`src/rtl/id_imm_ctrl_pkg.sv`:
```
// Shared constants for the decode-stage immediate controller: immediate type codes,
// RV32I opcodes, FSM state encoding and the opcode-to-type decode.
package id_imm_ctrl_pkg;

    localparam logic [2:0] NOIMM = 3'd0;
    localparam logic [2:0] ITYPE = 3'd1;
    localparam logic [2:0] STYPE = 3'd2;
    localparam logic [2:0] BTYPE = 3'd3;
    localparam logic [2:0] UTYPE = 3'd4;
    localparam logic [2:0] JTYPE = 3'd5;

    localparam logic [6:0] OP_IMM    = 7'b0010011;
    localparam logic [6:0] OP_LOAD   = 7'b0000011;
    localparam logic [6:0] OP_JALR   = 7'b1100111;
    localparam logic [6:0] OP_STORE  = 7'b0100011;
    localparam logic [6:0] OP_BRANCH = 7'b1100011;
    localparam logic [6:0] OP_LUI    = 7'b0110111;
    localparam logic [6:0] OP_AUIPC  = 7'b0010111;
    localparam logic [6:0] OP_JAL    = 7'b1101111;
    localparam logic [6:0] OP_REG    = 7'b0110011;

    typedef enum logic {
        StRun     = 1'b0,
        StLuStall = 1'b1
    } id_state_e;

    function automatic logic [2:0] imm_type_of(input logic [6:0] opc);
        logic [2:0] t;
        case (opc)
            OP_IMM, OP_LOAD, OP_JALR: t = ITYPE;
            OP_STORE:                 t = STYPE;
            OP_BRANCH:                t = BTYPE;
            OP_LUI, OP_AUIPC:         t = UTYPE;
            OP_JAL:                   t = JTYPE;
            default:                  t = NOIMM;
        endcase
        return t;
    endfunction

endpackage

```
`src/rtl/id_hazard_det.sv`:
```
// Load-use hazard detect: decides which source fields the ID instruction reads and
// compares them against the destination of a load sitting in EX.
module id_hazard_det
    import id_imm_ctrl_pkg::*;
(
    input  logic [31:0] inst,
    input  logic        vld,
    input  logic        ex_load,
    input  logic [4:0]  ex_rd,
    output logic        haz
);

    logic [6:0] opc;
    logic       use1;
    logic       use2;

    assign opc  = inst[6:0];
    assign use1 = (opc != OP_LUI) && (opc != OP_AUIPC) && (opc != OP_JAL);
    assign use2 = (opc == OP_REG) || (opc == OP_STORE) || (opc == OP_BRANCH);

    assign haz = vld && ex_load && (ex_rd != 5'd0) &&
                 ((use1 && (inst[19:15] == ex_rd)) || (use2 && (inst[24:20] == ex_rd)));

endmodule

```
`src/rtl/id_imm_ctrl.sv`:
```
// IF/ID register, immediate-type classification and load-use stall FSM.
// Optional performance counters are built when ID_PERF_CNT_EN is defined.
module id_imm_ctrl
    import id_imm_ctrl_pkg::*;
#(
    parameter logic [31:0] NOP_INST = 32'h0000_0013
`ifdef ID_PERF_CNT_EN
    ,
    parameter int unsigned CNT_W    = 32
`endif
) (
    input  logic             clk,
    input  logic             rst_n,
    input  logic [31:0]      inst_i,
    input  logic             inst_vld_i,
    input  logic             flush_d_i,
    input  logic             hold_i,
    input  logic             ex_load_i,
    input  logic [4:0]       ex_rd_i,
    output logic [24:0]      imm_in_o,
    output logic [2:0]       imm_type_o,
    output logic [4:0]       rs1_o,
    output logic [4:0]       rs2_o,
    output logic             id_vld_o,
    output logic             stall_f_o,
`ifdef ID_PERF_CNT_EN
    output logic [CNT_W-1:0] stall_cnt_o,
    output logic [CNT_W-1:0] flush_cnt_o,
`endif
    output logic             bubble_e_o
);

    logic [31:0] inst_q, inst_d;
    logic        vld_q, vld_d;
    id_state_e   state_q, state_d;
    logic        haz;
    logic        stall;

    id_hazard_det u_haz (
        .inst    (inst_q),
        .vld     (vld_q),
        .ex_load (ex_load_i),
        .ex_rd   (ex_rd_i),
        .haz     (haz)
    );

    // A hazard seen in StLuStall is ignored: the bubble already resolved it.
    assign stall = (state_q == StRun) && haz && !flush_d_i && !hold_i;

    always_comb begin
        inst_d  = inst_q;
        vld_d   = vld_q;
        state_d = state_q;
        if (hold_i) begin
            // everything frozen
        end else if (flush_d_i) begin
            inst_d  = NOP_INST;
            vld_d   = 1'b0;
            state_d = StRun;
        end else if (stall) begin
            state_d = StLuStall;
        end else begin
            inst_d  = inst_vld_i ? inst_i : NOP_INST;
            vld_d   = inst_vld_i;
            state_d = StRun;
        end
    end

    always_ff @(posedge clk or negedge rst_n) begin
        if (!rst_n) begin
            inst_q  <= NOP_INST;
            vld_q   <= 1'b0;
            state_q <= StRun;
        end else begin
            inst_q  <= inst_d;
            vld_q   <= vld_d;
            state_q <= state_d;
        end
    end

    assign imm_in_o   = inst_q[31:7];
    assign imm_type_o = imm_type_of(inst_q[6:0]);
    assign rs1_o      = inst_q[19:15];
    assign rs2_o      = inst_q[24:20];
    assign id_vld_o   = vld_q;
    assign stall_f_o  = stall;
    assign bubble_e_o = stall;

`ifdef ID_PERF_CNT_EN
    logic [CNT_W-1:0] stall_cnt_q, stall_cnt_d;
    logic [CNT_W-1:0] flush_cnt_q, flush_cnt_d;

    // Saturating counters; stall already implies !hold_i.
    always_comb begin
        stall_cnt_d = stall_cnt_q;
        flush_cnt_d = flush_cnt_q;
        if (stall && !(&stall_cnt_q)) begin
            stall_cnt_d = stall_cnt_q + CNT_W'(1);
        end
        if (flush_d_i && vld_q && !hold_i && !(&flush_cnt_q)) begin
            flush_cnt_d = flush_cnt_q + CNT_W'(1);
        end
    end

    always_ff @(posedge clk or negedge rst_n) begin
        if (!rst_n) begin
            stall_cnt_q <= '0;
            flush_cnt_q <= '0;
        end else begin
            stall_cnt_q <= stall_cnt_d;
            flush_cnt_q <= flush_cnt_d;
        end
    end

    assign stall_cnt_o = stall_cnt_q;
    assign flush_cnt_o = flush_cnt_q;
`endif

endmodule

```
`config.mk`:
```
export PLATFORM = sky130hd
export DESIGN_NAME = id_imm_ctrl
export DESIGN_NICKNAME = d
export VERILOG_FILES = /design/src/rtl/id_imm_ctrl_pkg.sv /design/src/rtl/id_hazard_det.sv /design/src/rtl/id_imm_ctrl.sv
export SDC_FILE = /design/constraint.sdc
export NUM_CORES = 1
export LEC_CHECK = 0
export CORE_MARGIN = 3
export CORE_UTILIZATION = 45
export DETAILED_ROUTE_END_ITERATION = 6
export DONT_BUFFER_PORTS = 1
export HOLD_SLACK_MARGIN = 0.12
export MAX_ROUTING_LAYER = met4
export RECOVER_POWER = 100
export SYNTH_ARGS = -nofsm -noshare
export SYNTH_HDL_FRONTEND = slang
export SYNTH_SLANG_ARGS = --single-unit
```
`constraint.sdc`:
```
create_clock -name clk -period 4.9 [get_ports clk]
set_clock_uncertainty 0.05 [all_clocks]
set_input_delay 0.98 -clock clk [delete_from_list [all_inputs] [get_ports clk]]
set_output_delay 0.98 -clock clk [all_outputs]
set_load 0.005 [all_outputs]
```
# After elaboration in Yosys (flattened, before gate mapping)
# Cells that the tools add are included.
[op_classes]
muxes = 8
eq_ne = 15
bitwise = 2
reduce_logical = 19
[ops]
columns = ["operator", "n"]
rows = [
  ["32-bit two-way mux", 3],
  ["7-bit by 6-bit equality test with 1-bit output (second input constant)", 3],
  ["7-bit equality test (second input constant)", 3],
  ["3-bit case mux with 5 select lines", 1],
  ["7-bit by 5-bit equality test with 1-bit output (second input constant)", 2],
  ["5-bit equality test", 2],
  ["1-bit logical AND", 10],
  ["7-bit by 2-bit equality test with 1-bit output (second input constant)", 1],
  ["7-bit by 5-bit != test with 1-bit output (second input constant)", 1],
  ["7-bit by 6-bit != test with 1-bit output (second input constant)", 1],
  ["7-bit != test (second input constant)", 1],
  ["5-bit nonzero test", 1],
  ["1-bit two-way mux", 4],
  ["1-bit logical OR", 3],
  ["3-bit OR reduction", 1],
  ["1-bit logical NOT", 2],
  ["2-bit != test (second input constant)", 1],
  ["1-bit inverter", 2],
  ["2-bit AND reduction", 1],
  ["2-bit OR reduction", 1],
]
[totals]
out_inout_bits = 41
regBits = 34

# Longest topological paths before layout
[depth]
word_depth = 11
ltp_mapped = 7

# Cells and area by module
# From an unflattened synthesis, not the netlist that was laid out.
[hier_totals]
cells_unflattened = 151
area_unflattened_um2 = 1785.5
[by_module_without_submodules]
columns = ["module", "cells_per_inst", "n_inst", "seq_area_each_um2", "area_per_inst_um2"]
rows = [
  ["id_imm_ctrl", 128, 1, 854.6, 1596.5],
  ["id_hazard_det", 23, 1, 0.0, 188.9],
]

# Worst setup path before layout
# Ideal clock, no wire load.
[synth_timing]
kind = "input-to-output"
startpoint = "in ex_rd_i[3]"
endpoint = "out stall_f_o"
path_slack_ns = 1.844
arrival_time_ns = 2.026
path_buffers = 1
path_stages = 6
path_cell_list = "xor2_1 > or3_2 > nor2_1 > nor2_1 > nor2_1 > buf_4"
[synth_between]
elab_chain_len = 7
[synth_lines]
columns = ["item", "line", "rtl"]
rows = [
  ["from (decl)", "id_imm_ctrl.sv:19", "input logic [4:0] ex_rd_i,"],
  ["5-bit equality test", "id_hazard_det.sv:22", "((use1 && (inst[19:15] == ex_rd)) || (use2 && (inst[24:20] == ex_rd)));"],
  ["1-bit logical AND", "id_hazard_det.sv:22", ""],
  ["1-bit logical OR", "id_hazard_det.sv:22", ""],
  ["1-bit logical AND *", "id_hazard_det.sv:21", "assign haz = vld && ex_load && (ex_rd != 5'd0) &&"],
  ["1-bit logical AND * (3 in series)", "id_imm_ctrl.sv:48", "assign stall = (state_q == StRun) && haz && !flush_d_i && !hold_i;"],
  ["to (decl)", "id_imm_ctrl.sv:25", "output logic stall_f_o,"],
]
# Every way passes the cells marked *; elsewhere a longest branch is shown, timed or not.

# Worst setup path after layout
[layout_timing]
startpoint = "in ex_rd_i[1]"
endpoint = "reg inst_q[15]"
[layout_between]
elab_chain_len = 9
[layout_lines]
columns = ["item", "line", "rtl"]
rows = [
  ["5-bit equality test", "id_hazard_det.sv:22", ""],
  ["1-bit logical AND", "id_hazard_det.sv:22", ""],
  ["1-bit logical OR", "id_hazard_det.sv:22", ""],
  ["1-bit logical AND *", "id_hazard_det.sv:21", ""],
  ["1-bit logical AND * (3 in series)", "id_imm_ctrl.sv:48", ""],
  ["2-bit != test (no source line) *", "n/a", ""],
  ["2-bit AND reduction (no source line) *", "n/a", ""],
  ["to (signal assigned)", "id_imm_ctrl.sv:75", "inst_q <= inst_d;"],
  ["to (decl)", "id_imm_ctrl.sv:33", "logic [31:0] inst_q, inst_d;"],
]
# Marked as above.
# A chain may end at the register's enable or synchronous reset.

==> impl_metrics.csv <==
group,metric,value,unit
worst_setup_path,crit_path_start_kind,"primary input",
grt,grtUsageTotal,0.1667,
grt,grt_pass1_vias,1195,
cells_and_area,nFillCells,376,
synth,synth_nets,203,
power,clkPwrFrac,0.379,
synth,syn_avg_cell_area,11.68,sq um
sta,slew_viol_final,34,
grt,use_met3,0.06906,
cells_and_area,final_nets,164,
power,p_leak,0.6911,nW
drt,wl_per_cell,22.71,um
cts,htree_levels,2,
outcome,violations,"max-capacitance violations, max-slew violations",
drt,drtAntennaViolNets,0,
drt,wl,3860,um
sta,hold_violations,0,
worst_setup_path,r2r_end,"inst_q[15]",
cts,clockBufferDepth,2,
cells_and_area,ff_latch_area,854.6,sq um
power,power_density,341.0,nW/um^2
cts,clkLatencyLatePin,0.28,ns
grt,grt_overflow,0,
synth,synth.distinct_cells,36,
sta,layout_min_cycle_time,3.631,ns
power,peakVddDrop,0.1669,mV
placed_design,dpl.hpwl,2708,um
placed_design,port_buffers,0,
cells_and_area,final_common_cell,"dfrtp_1",
cts,path_clk_slew,0.07,ns
cts,root_buffer,"clkbuf_8",
placed_design,placedInstanceArea,1563,sq um
synth,yosysWarnings,0,
worst_setup_path,critPathKind,"in -> reg",
synth,synth_edf_count,0,
cells_and_area,final_cell_area,1643,sq um
die,ioPinCount,84,
worst_setup_path,path_max_fanout,33,
sta,max_freq,275.4,MHz
die,start_util,0.4886,
sta,slew-limit-headroom,-0.3287,
power,p_sw,0.1365,mW
worst_setup_path,rrSetupSlack,1.65,ns
cells_and_area,antenna_cells,0,
placed_design,place_congestion,0.7626,
drt,post-route-drc-count,0,
worst_setup_path,setup.worst_path.start,"ex_rd_i[1]",
sta,rsz0062_at_grt,"false",
cells_and_area,mostFrequentLayoutCells,"31 x dfrtp_1, 29 x a32o_1, 8 x xnor2_1",
hold_path,hold_path_class,"in -> async",
worst_setup_path,reg2reg_depth,5,
worst_setup_path,cp_data_arrival_time,3.78,ns
die,die_y,70.45,um
cells_and_area,multi_input_area,603.1,sq um
worst_setup_path,cp.required,5.05,ns
die,die_w,70.45,um
cts,cts_tree,"built",
job,max_cap_violations,1,
drt,via_count,1102,
cts,cts_buffers,5,
synth,ys_seq_area_frac,0.4572,
synth,postSynthCellCount,160,
power,internal_power,0.4237,mW
drt,drt-pass1-iter-count,4,
grt,grt_first_pass_wirelength,6334,um
cts,cts_resized,0,
sta,setup_viol,0,
die,dieArea,4963,sq um
synth,synth_async_sr_flop_share,1.000,
power,finalPower,0.5602,mW
cells_and_area,drive_gt1_frac,0.1230,
worst_setup_path,r2r_start,"inst_q[4]",
grt,antenna_found_initial,0,
cells_and_area,area_growth,-12.11,%
sta,fin_crit_sh,0.7410,
grt,met1_usage,0.2000,
cts,cts_sinks,34,
drt,viasPerCell,6.482,
worst_setup_path,setup.worst_path.end,"inst_q[15]",
cts,cts_hold_buf,0,
die,core-area,3826,sq um
worst_setup_path,worst_setup_path_end_kind,"flop",
die,fp-row-count,22,
synth,synth.ff_latch_count,34,
power,sw_frac_of_total,0.2437,
sta,tightest_slew,1.982,ns
cts,post-cts-setup-buffers,0,
power,pwr-share-seq,0.544,
drt,detail_route.iter0.violations,78,
grt,grt_util_met2,0.2588,
grt,grt_most_used_layer,"met2",
power,combPwrFrac,0.077,
synth,synth_ff_type,"dfrtp_1",
synth,syn-cell-area,1869,sq um
sta,setup-tns-final,0,ns
grt,grt_max_degree,35,
outcome,status,"finished with violations",
layer usage:
layer / share of wire / up-vias
li1: - / 484
met1: 0.38 / 566
met2: 0.51 / 50
met3: 0.098 / 2
met4: 0.0047 / 0
met5: 0 / -
critical path: stages:
cell      delay, ns
or4_1          0.52
o211ai_1       0.40
nor3_2         0.10
nor3_2         1.52
a32o_1         0.26
power by group through the flow:
stage	Clock, mW	Combinational (mW)	Sequential (mW)
after floorplan	0	0.0607	0.305
after global placement	0	0.0418	0.310
after detailed placement	0	0.0435	0.310
after CTS	0.218	0.0441	0.305
after global routing	0.236	0.0479	0.307
final	0.212	0.0430	0.305
how the worst min path moves through the flow:
stage | from | endpoint | slack, ns
final | rst_n | inst_q[16] | 0.34
after global routing | rst_n | inst_q[16] | 0.31
after CTS | rst_n | inst_q[16] | 0.33
after detailed placement | inst_q[1] | inst_q[1] | 0.44
after global placement | state_q | state_q | 0.43
after floorplan | state_q | state_q | 0.40
stage by stage:
step | utilization | hold WS (ns) | worst slack (ns) | cells
global route | 0.4294 | 0.3090 | 0.9976 | 170
finish | 0.4294 | 0.3359 | 1.269 | 170
global placement | 0.4084 | 0.4317 | 1.748 | 162
detailed placement | 0.4084 | 0.4445 | 1.616 | 162
floorplan | - | 0.4026 | 1.844 | 160
CTS | 0.4333 | 0.3266 | 1.846 | 170
kinds of logic (layout without fill, tap and decap cells):
kind of cell              after synthesis  in the layout  synth area share
buffers and inverters                  53             15            0.2122
AOI/OAI and AO/OA                      38             38            0.1975
DFF                                    34             34            0.4572
and+or+nand+nor                        25             25           0.08636
xor gates and xnor gates               10             10           0.04686
sequential cells by signal (all words and copies together), names as in the netlist:
signal	count
inst_q	32
id_vld_o	1
state_q	1
cell usage after synthesis (2+ instances only):
| cell type | n | area share |
|---|---|---|
| buf_4 | 39 | 0.16 |
| xor2_1 | 2 | 0.0094 |
| xnor2_1 | 8 | 0.037 |
| clkbuf_1 | 2 | 0.0040 |
| nand2_1 | 4 | 0.0080 |
| nand3_1 | 2 | 0.0054 |
| a32oi_1 | 3 | 0.014 |
| buf_8 | 3 | 0.024 |
| a32o_1 | 29 | 0.16 |
| dfstp_2 | 3 | 0.042 |
| nor2_1 | 4 | 0.0080 |
| inv_1 | 6 | 0.012 |
| dfrtp_1 | 31 | 0.41 |
| nor3_1 | 2 | 0.0054 |
final cells by class:
class	count	area share
flip-flops and latches	34	0.5202
multi-input cells	73	0.3671
clock buffers	6	0.05027
well taps	48	0.03656
inverters	6	0.01371
clock inverters	2	0.007616
repair buffers	1	0.004570
No activity file was read; power rests on OpenSTA's default activity.
==> RTL change, RTL diff (same settings) <==
The option `ID_PERF_CNT_EN` is turned on by a define.
--- a/src/rtl/id_imm_ctrl.sv
+++ b/src/rtl/id_imm_ctrl.sv
@@ -1,5 +1,7 @@
 // IF/ID register, immediate-type classification and load-use stall FSM.
 // Optional performance counters are built when ID_PERF_CNT_EN is defined.
+`define ID_PERF_CNT_EN
+
 module id_imm_ctrl
     import id_imm_ctrl_pkg::*;
 #(
Formal check against the unedited RTL (old outputs only; new: flush_cnt_o and stall_cnt_o): equivalent (equiv_simple and equiv_induct, registers matched by name and starting in step).
==> RTL change against the unedited design <==
The flow now finishes without violations; die area is 150% higher; fmax is 11% higher; design area grew to 3.0 times the old value; worst setup slack better by 0.35 ns; sequential power rose to 2.9 times the old value; routed wire length rose to 2.8 times the old value; register-to-register slack better by 0.35 ns; non-clock buffer count grew 1; clock power rose by 130%; synthesized area grew to 2.7 times the old value; sequential cell count is 64 higher; power grew to 2.6 times the old value; count of clock-buffer cells in the layout up 5; critical endpoint is now inst_q[17]$_DFFE_PN0P_; highest routed layer unchanged.
==> RTL change: results (changes against the unedited design) <==
multi-input gates 313 (+330%); Non-clk bufs 2 (+1); syn nets 547 (+170%); Reg-to-Reg End stall_cnt_o[25]$_DFFE_PN0P_; Synth top cells by count 95 x dfrtp_1, 52 x nand3_1, 40 x inv_1, 39 x xnor2_1, 37 x buf_4; filler instances 1007 (+170%); Fmax 0.3047 GHz (+11%); Hold Worst Slack 0.2422 ns (-0.09367 ns); synth-to-layout area growth -0.3011%; first drt pass iteration count 7 (+3); DR vias/cell 5.574 (-14%); initial antenna violation count 1 (+1); Signal buf overhead 0.2266% (-0.23 points); Routed WL 10840 um (+180%); vias in the first global route 3357 (+180%); switching power 0.3718 mW (+170%); Slew @ Worst Pin 1.239 ns (-0.7432 ns); crit-path leading delay family compound AO/OA/AOI/OAI gates; status complete, no violations; Syn Area/Cell 9.930 sq um (-15%); CTS clock-pin slew for the worst setup and hold paths 0.10 ns (+0.03 ns); Inst Count DP 589 (+260%); nets 509 (+210%); worst slack, placed 1.533 ns (-0.08329 ns); CP Capture Point inst_q[17]$_DFFE_PN0P_; CP Launch Point ex_rd_i[0]; sequential cell area share 49.42% (-2.6 points); n_diodes 1 (+1); nonclk inv count 40 (+34)
==> RTL change: cell count changes after synthesis, moves of 28 or more <==
cell and delta:
dfrtp_1 +64, nand3_1 +50, inv_1 +34, xnor2_1 +31, a32o_1 -29, o21ai_0 +28
==> RTL change: layer usage <==
metal  global-route usage, %  routed length [um]
met5                       -                   0
met1                   23.54                4738
met3                   6.114                 903
met4                   5.434                 150
met2                   27.30                5045
==> RTL change: power by group through the flow <==
stage | Combinational [mW] | Clock (mW) | Sequential, mW
6_report | 0.0774 | 0.492 | 0.886
5_1_grt | 0.0909 | 0.546 | 0.895
4_1_cts | 0.0799 | 0.504 | 0.888
3_5_place_dp | 0.0799 | 0 | 0.903
3_3_place_gp | 0.0764 | 0 | 0.902
2_1_floorplan | 0.0930 | 0 | 0.887
==> RTL change: cell families after synthesis <==
group,share of synthesized area (%)
compound gates,5.974
xor+xnor,12.60
fa+ha+maj,0.5019
buf+inv,9.839
flops,49.27
mux,0.4518
simple gates,21.36
